--- src/rtl/alu_pkg.sv ---
// Shared types and sizes for the arithmetic-unit dispatcher and the unit wrappers.
package alu_pkg;
  localparam int DATA_W    = 64;
  localparam int NUM_UNITS = 4;

  typedef enum logic [1:0] {
    OP_ADD = 2'd0,
    OP_SUB = 2'd1,
    OP_MUL = 2'd2,
    OP_DIV = 2'd3
  } op_e;

  typedef enum logic [2:0] {
    IDLE      = 3'd0,
    WAIT_FREE = 3'd1,
    ISSUE     = 3'd2,
    WAIT_ACK  = 3'd3,
    RESP      = 3'd4
  } disp_state_e;

  function automatic logic [NUM_UNITS-1:0] op_onehot(input op_e op);
    logic [NUM_UNITS-1:0] oh;
    oh     = '0;
    oh[op] = 1'b1;
    return oh;
  endfunction
endpackage

--- src/rtl/alu_op_dispatcher_if.sv ---
// Command, response and unit-side signals of the dispatcher.
// slave is the dispatcher's view; master is the host plus the four units.
interface alu_op_dispatcher_if;
  import alu_pkg::*;

  logic                        cmd_valid;
  logic                        cmd_ready;
  logic [1:0]                  cmd_op;
  logic [DATA_W-1:0]           cmd_a;
  logic [DATA_W-1:0]           cmd_b;
  logic [NUM_UNITS-1:0]        unit_start;
  logic [DATA_W-1:0]           unit_a;
  logic [DATA_W-1:0]           unit_b;
  logic [NUM_UNITS-1:0]        unit_working;
  logic [NUM_UNITS-1:0]        unit_ack;
  logic [NUM_UNITS*DATA_W-1:0] unit_result;
  logic                        rsp_valid;
  logic                        rsp_ready;
  logic [DATA_W-1:0]           rsp_result;
  logic [1:0]                  rsp_op;
  logic                        rsp_err;
  logic                        busy;

  modport master (
    output cmd_valid, cmd_op, cmd_a, cmd_b, unit_working, unit_ack, unit_result, rsp_ready,
    input  cmd_ready, unit_start, unit_a, unit_b, rsp_valid, rsp_result, rsp_op, rsp_err, busy
  );

  modport slave (
    input  cmd_valid, cmd_op, cmd_a, cmd_b, unit_working, unit_ack, unit_result, rsp_ready,
    output cmd_ready, unit_start, unit_a, unit_b, rsp_valid, rsp_result, rsp_op, rsp_err, busy
  );
endinterface

--- src/rtl/result_mux.sv ---
// Selects the 64-bit result slice of the unit addressed by op.
module result_mux
  import alu_pkg::*;
(
  input  op_e                         op,
  input  logic [NUM_UNITS*DATA_W-1:0] unit_result,
  output logic [DATA_W-1:0]           result
);

  // Slice select by op code.
  always_comb begin
    result = '0;
    case (op)
      OP_ADD:  result = unit_result[0*DATA_W +: DATA_W];
      OP_SUB:  result = unit_result[1*DATA_W +: DATA_W];
      OP_MUL:  result = unit_result[2*DATA_W +: DATA_W];
      OP_DIV:  result = unit_result[3*DATA_W +: DATA_W];
      default: result = '0;
    endcase
  end

endmodule

--- src/rtl/alu_op_dispatcher.sv ---
// Initiator for the arithmetic-unit start/working/ack protocol: one command in
// flight, busy-unit wait, hung-unit timeout, registered response.
module alu_op_dispatcher
  import alu_pkg::*;
#(
  parameter int TIMEOUT_CYCLES = 1024,
  parameter int CNT_W          = 16
) (
  input logic                clk,
  input logic                rst,
  alu_op_dispatcher_if.slave bus
);

  localparam logic [CNT_W-1:0] CNT_LAST = CNT_W'(TIMEOUT_CYCLES - 1);

  disp_state_e       state_r;
  disp_state_e       state_s;
  op_e               op_r;
  logic [DATA_W-1:0] a_r;
  logic [DATA_W-1:0] b_r;
  logic [DATA_W-1:0] unit_a_r;
  logic [DATA_W-1:0] unit_b_r;
  logic [DATA_W-1:0] rsp_result_r;
  logic [DATA_W-1:0] sel_result_s;
  logic [CNT_W-1:0]  cnt_r;
  logic              rsp_err_r;
  logic              ack_sel_s;
  logic              working_sel_s;
  logic              timeout_s;

  result_mux u_result_mux (
    .op          (op_r),
    .unit_result (bus.unit_result),
    .result      (sel_result_s)
  );

  // Only the selected unit's handshake bits are ever looked at.
  assign ack_sel_s     = bus.unit_ack[op_r];
  assign working_sel_s = bus.unit_working[op_r];
  assign timeout_s     = (cnt_r == CNT_LAST);

  assign bus.unit_a     = unit_a_r;
  assign bus.unit_b     = unit_b_r;
  assign bus.rsp_result = rsp_result_r;
  assign bus.rsp_err    = rsp_err_r;
  assign bus.rsp_op     = op_r;

  // State register.
  always_ff @(posedge clk) begin
    if (rst) begin
      state_r <= IDLE;
    end else begin
      state_r <= state_s;
    end
  end

  // Next-state logic; an ack beats both the timeout and the working flag.
  always_comb begin
    state_s = state_r;
    case (state_r)
      IDLE: begin
        if (bus.cmd_valid) state_s = WAIT_FREE;
        else               state_s = IDLE;
      end
      WAIT_FREE: begin
        if (timeout_s)          state_s = RESP;
        else if (working_sel_s) state_s = WAIT_FREE;
        else                    state_s = ISSUE;
      end
      ISSUE: begin
        if (ack_sel_s)          state_s = RESP;
        else if (timeout_s)     state_s = RESP;
        else if (working_sel_s) state_s = WAIT_ACK;
        else                    state_s = ISSUE;
      end
      WAIT_ACK: begin
        if (ack_sel_s)      state_s = RESP;
        else if (timeout_s) state_s = RESP;
        else                state_s = WAIT_ACK;
      end
      RESP: begin
        if (bus.rsp_ready) state_s = IDLE;
        else               state_s = RESP;
      end
      default: state_s = IDLE;
    endcase
  end

  // Handshake and start outputs, decoded from state only.
  always_comb begin
    bus.cmd_ready  = 1'b0;
    bus.rsp_valid  = 1'b0;
    bus.busy       = 1'b1;
    bus.unit_start = '0;
    case (state_r)
      IDLE: begin
        bus.cmd_ready = 1'b1;
        bus.busy      = 1'b0;
      end
      ISSUE:   bus.unit_start = op_onehot(op_r);
      RESP:    bus.rsp_valid  = 1'b1;
      default: bus.busy       = 1'b1;
    endcase
  end

  // Command latch, operand broadcast, timeout counter and result capture.
  always_ff @(posedge clk) begin
    if (rst) begin
      op_r         <= OP_ADD;
      a_r          <= '0;
      b_r          <= '0;
      unit_a_r     <= '0;
      unit_b_r     <= '0;
      cnt_r        <= '0;
      rsp_result_r <= '0;
      rsp_err_r    <= 1'b0;
    end else begin
      case (state_r)
        IDLE: begin
          if (bus.cmd_valid) begin
            op_r  <= op_e'(bus.cmd_op);
            a_r   <= bus.cmd_a;
            b_r   <= bus.cmd_b;
            cnt_r <= '0;
          end
        end
        WAIT_FREE: begin
          cnt_r <= cnt_r + CNT_W'(1);
          if (timeout_s) begin
            rsp_result_r <= '0;
            rsp_err_r    <= 1'b1;
          end else if (!working_sel_s) begin
            // Operands appear on the unit bus together with start.
            unit_a_r <= a_r;
            unit_b_r <= b_r;
          end
        end
        ISSUE, WAIT_ACK: begin
          cnt_r <= cnt_r + CNT_W'(1);
          if (ack_sel_s) begin
            rsp_result_r <= sel_result_s;
            rsp_err_r    <= 1'b0;
          end else if (timeout_s) begin
            rsp_result_r <= '0;
            rsp_err_r    <= 1'b1;
          end
        end
        default: begin
          cnt_r <= cnt_r;
        end
      endcase
    end
  end

endmodule

--- src/flat_wrapper.sv ---
// flat-port wrapper written by rule: the top's interface ports become plain ports
module alu_op_dispatcher_flat import alu_pkg::*;
#(
  parameter int TIMEOUT_CYCLES = 1024,
  parameter int CNT_W          = 16
)
  (clk, rst, bus_cmd_valid, bus_cmd_op, bus_cmd_a, bus_cmd_b, bus_unit_working, bus_unit_ack, bus_unit_result, bus_rsp_ready, bus_cmd_ready, bus_unit_start, bus_unit_a, bus_unit_b, bus_rsp_valid, bus_rsp_result, bus_rsp_op, bus_rsp_err, bus_busy);
  alu_op_dispatcher_if bus_i ();
  input logic clk;
  input logic rst;
  input wire logic [$bits(bus_i.cmd_valid)-1:0] bus_cmd_valid;
  input wire logic [$bits(bus_i.cmd_op)-1:0] bus_cmd_op;
  input wire logic [$bits(bus_i.cmd_a)-1:0] bus_cmd_a;
  input wire logic [$bits(bus_i.cmd_b)-1:0] bus_cmd_b;
  input wire logic [$bits(bus_i.unit_working)-1:0] bus_unit_working;
  input wire logic [$bits(bus_i.unit_ack)-1:0] bus_unit_ack;
  input wire logic [$bits(bus_i.unit_result)-1:0] bus_unit_result;
  input wire logic [$bits(bus_i.rsp_ready)-1:0] bus_rsp_ready;
  output wire logic [$bits(bus_i.cmd_ready)-1:0] bus_cmd_ready;
  output wire logic [$bits(bus_i.unit_start)-1:0] bus_unit_start;
  output wire logic [$bits(bus_i.unit_a)-1:0] bus_unit_a;
  output wire logic [$bits(bus_i.unit_b)-1:0] bus_unit_b;
  output wire logic [$bits(bus_i.rsp_valid)-1:0] bus_rsp_valid;
  output wire logic [$bits(bus_i.rsp_result)-1:0] bus_rsp_result;
  output wire logic [$bits(bus_i.rsp_op)-1:0] bus_rsp_op;
  output wire logic [$bits(bus_i.rsp_err)-1:0] bus_rsp_err;
  output wire logic [$bits(bus_i.busy)-1:0] bus_busy;
  assign bus_i.cmd_valid = bus_cmd_valid;
  assign bus_i.cmd_op = bus_cmd_op;
  assign bus_i.cmd_a = bus_cmd_a;
  assign bus_i.cmd_b = bus_cmd_b;
  assign bus_i.unit_working = bus_unit_working;
  assign bus_i.unit_ack = bus_unit_ack;
  assign bus_i.unit_result = bus_unit_result;
  assign bus_i.rsp_ready = bus_rsp_ready;
  assign bus_cmd_ready = bus_i.cmd_ready;
  assign bus_unit_start = bus_i.unit_start;
  assign bus_unit_a = bus_i.unit_a;
  assign bus_unit_b = bus_i.unit_b;
  assign bus_rsp_valid = bus_i.rsp_valid;
  assign bus_rsp_result = bus_i.rsp_result;
  assign bus_rsp_op = bus_i.rsp_op;
  assign bus_rsp_err = bus_i.rsp_err;
  assign bus_busy = bus_i.busy;
  alu_op_dispatcher #(.TIMEOUT_CYCLES(TIMEOUT_CYCLES), .CNT_W(CNT_W)) u_core (.clk(clk), .rst(rst), .bus(bus_i));
endmodule
--- config.mk ---
export PLATFORM = sky130hd
export DESIGN_NAME = alu_op_dispatcher_flat
export DESIGN_NICKNAME = d
export VERILOG_FILES = /design/src/rtl/alu_pkg.sv /design/src/rtl/alu_op_dispatcher_if.sv /design/src/rtl/result_mux.sv /design/src/rtl/alu_op_dispatcher.sv /design/src/flat_wrapper.sv
export SDC_FILE = /design/constraint.sdc
export NUM_CORES = 1
export LEC_CHECK = 0
export CAP_MARGIN = 15
export CORE_AREA = 2 2 235 237
export DETAILED_ROUTE_END_ITERATION = 12
export DIE_AREA = 0 0 237 239
export SKIP_CTS_REPAIR_TIMING = 1
export SYNTH_ARGS = -nofsm -noshare
export SYNTH_HDL_FRONTEND = slang
export SYNTH_SLANG_ARGS = --single-unit
--- constraint.sdc ---
create_clock -name clk -period 3 [get_ports clk]
set_clock_uncertainty 0.1 [all_clocks]
set_input_delay 0.6 -clock clk [delete_from_list [all_inputs] [get_ports clk]]
set_output_delay 0.6 -clock clk [all_outputs]
set_load 0.01 [all_outputs]
==> results summary <==
The initial antenna violation count is 55. The most frequently used flop master after synthesis is dfxtp_1. By startpoint and endpoint, the worst setup path is classified as flip-flop to primary output. The pin count of the biggest net entering global routing is 112. In the final routed layout, each cell accounts on average for 22.4 µm. The tree built by TritonCTS fans out to 342 sinks. The terminus of the critical flop-to-flop path is u_core.bus.unit_b[58]$_SDFFE_PP0P_.

Each instance of the synthesized netlist takes up on average between 10 and 15 µm². Yosys attributes the largest share of cell area to dfxtp_1 46%, nand2b_1 11%, mux4_2 10%. The wire-length estimate of the detail-placed layout is around 48,000 µm. The data arrival time at the worst-slack endpoint is 2.20 ns. The number of CTS-inserted buffers is 42. The library cells used most frequently in the layout, excluding fill and tap cells, are 598 x clkdlybuf4s50_1, 340 x dfxtp_1, 268 x nand2_1. The share of the Yosys chip area taken by registers is 46.4%. The worst hold path begins at u_core.a_r[13]$_SDFFE_PP0P_. The worst path setup slack after routing came out at ~0.1 ns. On the critical path, the stage with the largest delay is an instance of clkdlybuf4s50_1. VDD sags by at most 309 µV.

The worst reg-to-reg path cell count came out at 6. In this run the deepest clock path goes through 3 buffers. The total instance count after detailed placement is about 2,700.

After the first detailed-routing iteration, the DRC count stood at 686. The die covers ~57,000 µm². Yosys mapped a number of flops with a built-in enable equal to 0. The final count of hold timing violations is 0. For this run, the number of standard cells in the final layout without fillers is 2,800. Traced cell by cell, the critical path runs through nor3b_4 > nor3b_1 > clkdlybuf4s50_1.

In this run the worst hold path is classified as flip-flop to flip-flop. The hold-critical path depth came out at 2. CTS built an H-tree with a depth of 2. The data required time at the worst endpoint came out at approximately 2.3 ns. The minimum clock period is between 2 and 3 ns. The area share of the largest cell type after synthesis came out at 46.4%.

The Yosys step of the flow raised 0 warnings. The share of the cycle needed by the critical path after routing is 96.7%. The static leakage came out at 7.82 nW. The number of buffers and inverters on the critical path is 1. For this run, the post-layout net count is 2,429.

Leaving out fill and tap cells, the most frequent cell in the layout is clkdlybuf4s50_1. The worst slack at placement came out at -0.0562 ns. The endpoint kind of the worst setup timing path is a primary output. The final number of max-transition violations came out at 0.

The highest cell delay on the worst timing path is 0.62 ns. The routed wire length is 62,800 µm. The count of endpoints failing setup in the final report is 0.

The per-cell via count in the routed design came out at 4.65. The pre-antenna-repair detailed-routing pass consisted of 5 iterations. Routability-driven placement finished with a final weighted congestion of 0.949.

The number of buffer cells added on primary ports came out at 599. The sink of the worst hold path is u_core.a_r[13]$_SDFFE_PP0P_. At the end of the flow the core is filled with cells to roughly 42%. The netlist area before placement is between 10,000 and 15,000 µm². The area of the multi-input gates is 7230 µm².

For the pin with the worst max-slew slack, the measured transition is between 0.8 and 0.9 ns. The post-synthesis sequential element count came out at ~340. The filler cells instantiated in the layout total about 5,300. The aggregate global-route resource usage is a little over a fifth. The post-CTS clock slew at the launch and capture registers of the worst setup and hold paths is around 0.06 ns. The floorplan step set the die height to 239 µm. The post-detailed-route DRC marker count is 0. The I/O pin total is 600. The number of maximum-capacitance violations is 0. The kind of cell with the highest combined delay along the critical path is simple AND/OR/NAND/NOR gates. The first global-routing pass estimated 88,200 µm of wire.

The share of async-settable or async-resettable flops after synthesis came out at 0%. Of all cell types, the one taking the most synthesized area is dfxtp_1. The highest clock frequency the design can meet came out at 345 MHz.

The register-to-register setup slack came out at 0.55 ns. Setup repair after global routing left no endpoint under its margin. In the final layout, flip-flops and latches occupy about 6900 µm². The power per cell area is 509 nW/µm². The total vias in the final route is 13,000. The number of instances in the synthesized netlist came out at 1,470. The number of standard-cell rows in the floorplan is between 80 and 90.

The post-synthesis cell type count came out at 43. The reg-to-reg startpoint is u_core.bus.rsp_op[0]$_SDFFE_PP0P_. The sum of negative setup slack is 0 ns.

After floorplanning, the core was sized to cover 54,300 µm². The run finished with clean final reports. In this run the worst path has a maximum fanout of 9. The number of nets with antenna violations after routing is 0. Headroom to the max-slew limit came out at roughly 46%. The share of final-layout standard cells stronger than drive strength 1 is under 10%. The total overflow reported by the global router is 0. At the later pin of the worst-skew pair, clock insertion delay measures 0.55 ns. The root buffer cell chosen for the clock tree is clkbuf_16. TritonCTS built the clock tree. The number of global-route vias before repair came out at 13,200. After layout, the design draws a total of 11.7 mW. The width of the die came out at 237 µm. The worst setup path is launched from a flip-flop. The layout overhead on the synthesized area is 55.5%. The effective utilization at floorplan is 27.2%.

The total nets after synthesis came out at ~1,900.
how the worst max path moves through the flow:
stage | start | endpoint | slack (ns) | cells after the start
floorplan | bus_unit_working[3] | u_core.bus.unit_a[10]$_SDFFE_PP0P_ | 0.65 | 6
global placement | bus_unit_working[3] | u_core.bus.unit_a[62]$_SDFFE_PP0P_ | -0.02 | 7
detailed placement | bus_unit_working[3] | u_core.bus.unit_b[45]$_SDFFE_PP0P_ | -0.06 | 7
CTS | u_core.state_r[0]$_SDFF_PP0_ | bus_unit_start[0] | -0.08 | 3
global route | u_core.state_r[0]$_SDFF_PP0_ | bus_unit_start[0] | 0.03 | 3
finish | u_core.state_r[0]$_SDFF_PP0_ | bus_unit_start[0] | 0.1 | 3
stage by stage:
stage                     instance area, µm²  hold WS, ns
after floorplan                        14800        0.337
after global placement                 21500        0.343
after detailed placement               21500        0.347
after CTS                              22800        0.349
after global routing                   22900        0.365
final                                  22900        0.352
where the power goes:
part / total (mW) / internal, mW / switching (mW) / leakage [nW]
combinational: 1.92 / 1.10 / 0.826 / 4.40
sequential: 4.86 / 4.75 / 0.116 / 2.78
clock: 4.90 / 2.94 / 1.96 / 0.646
final cells by class:
class / instances / share of cell area (%)
antenna: 40 / 0.436
clock buffer: 63 / 5.60
clock inverter: 7 / 0.202
inverter: 3 / 0.0491
multi-input combinational: 1003 / 31.5
sequential: 342 / 29.9
tap: 704 / 3.84
timing repair buffer: 638 / 28.5
sequential cells by signal, summed over array words and instances, names as in the netlist:
signal	count
u_core.a_r	64
u_core.state_r	3
u_core.bus.rsp_err	1
u_core.b_r	64
u_core.cnt_r	16
u_core.bus.unit_b	64
u_core.bus.rsp_result	64
u_core.bus.unit_a	64
u_core.bus.rsp_op	2
metal layers:
metal  track usage (%)  up-vias  part of all wire, %
li1                  -     6202                    -
met1              21.9     6184                   36
met2              35.2      487                   51
met3              7.21      131                  7.8
met4              18.8       10                  5.6
met5                 0        -                 0.11
cell usage after synthesis, types with 3 or more instances:
cell type / number
a21oi_1: 141
nor3b_1: 3
mux2i_1: 129
nor4b_1: 3
buf_2: 16
nor3_1: 4
o21ai_0: 4
dfxtp_1: 342
nor2_1: 14
xnor2_1: 5
a22o_1: 64
mux4_2: 66
nand2b_1: 258
nand3_1: 5
or3_1: 5
or4_1: 6
buf_12: 13
clkbuf_1: 88
o31ai_1: 3
buf_1: 3
nand2_1: 269
inv_1: 3
kinds of logic (layout without fill, tap and decap cells):
group           after synthesis  in the layout  synth area share [%]
fa+ha+maj                     1              1                0.0848
other cells                   0             40                     0
xor+xnor                      6              6                 0.356
compound gates              220            220                  9.35
flops                       342            342                  46.4
simple gates                581            581                  20.1
mux                         195            195                  18.8
buf+inv                     125            711                  4.85
worst register-to-register path, delay by kind of cell, from the launching register on:
| family | cells | cell delay, ns |
|---|---|---|
| multiplexers | 2 | 0.79 |
| AND/OR/NAND/NOR | 2 | 0.66 |
| flip-flops | 1 | 0.42 |
| buffers and inverters | 2 | 0.39 |
Power figures use the tool's default switching activity.
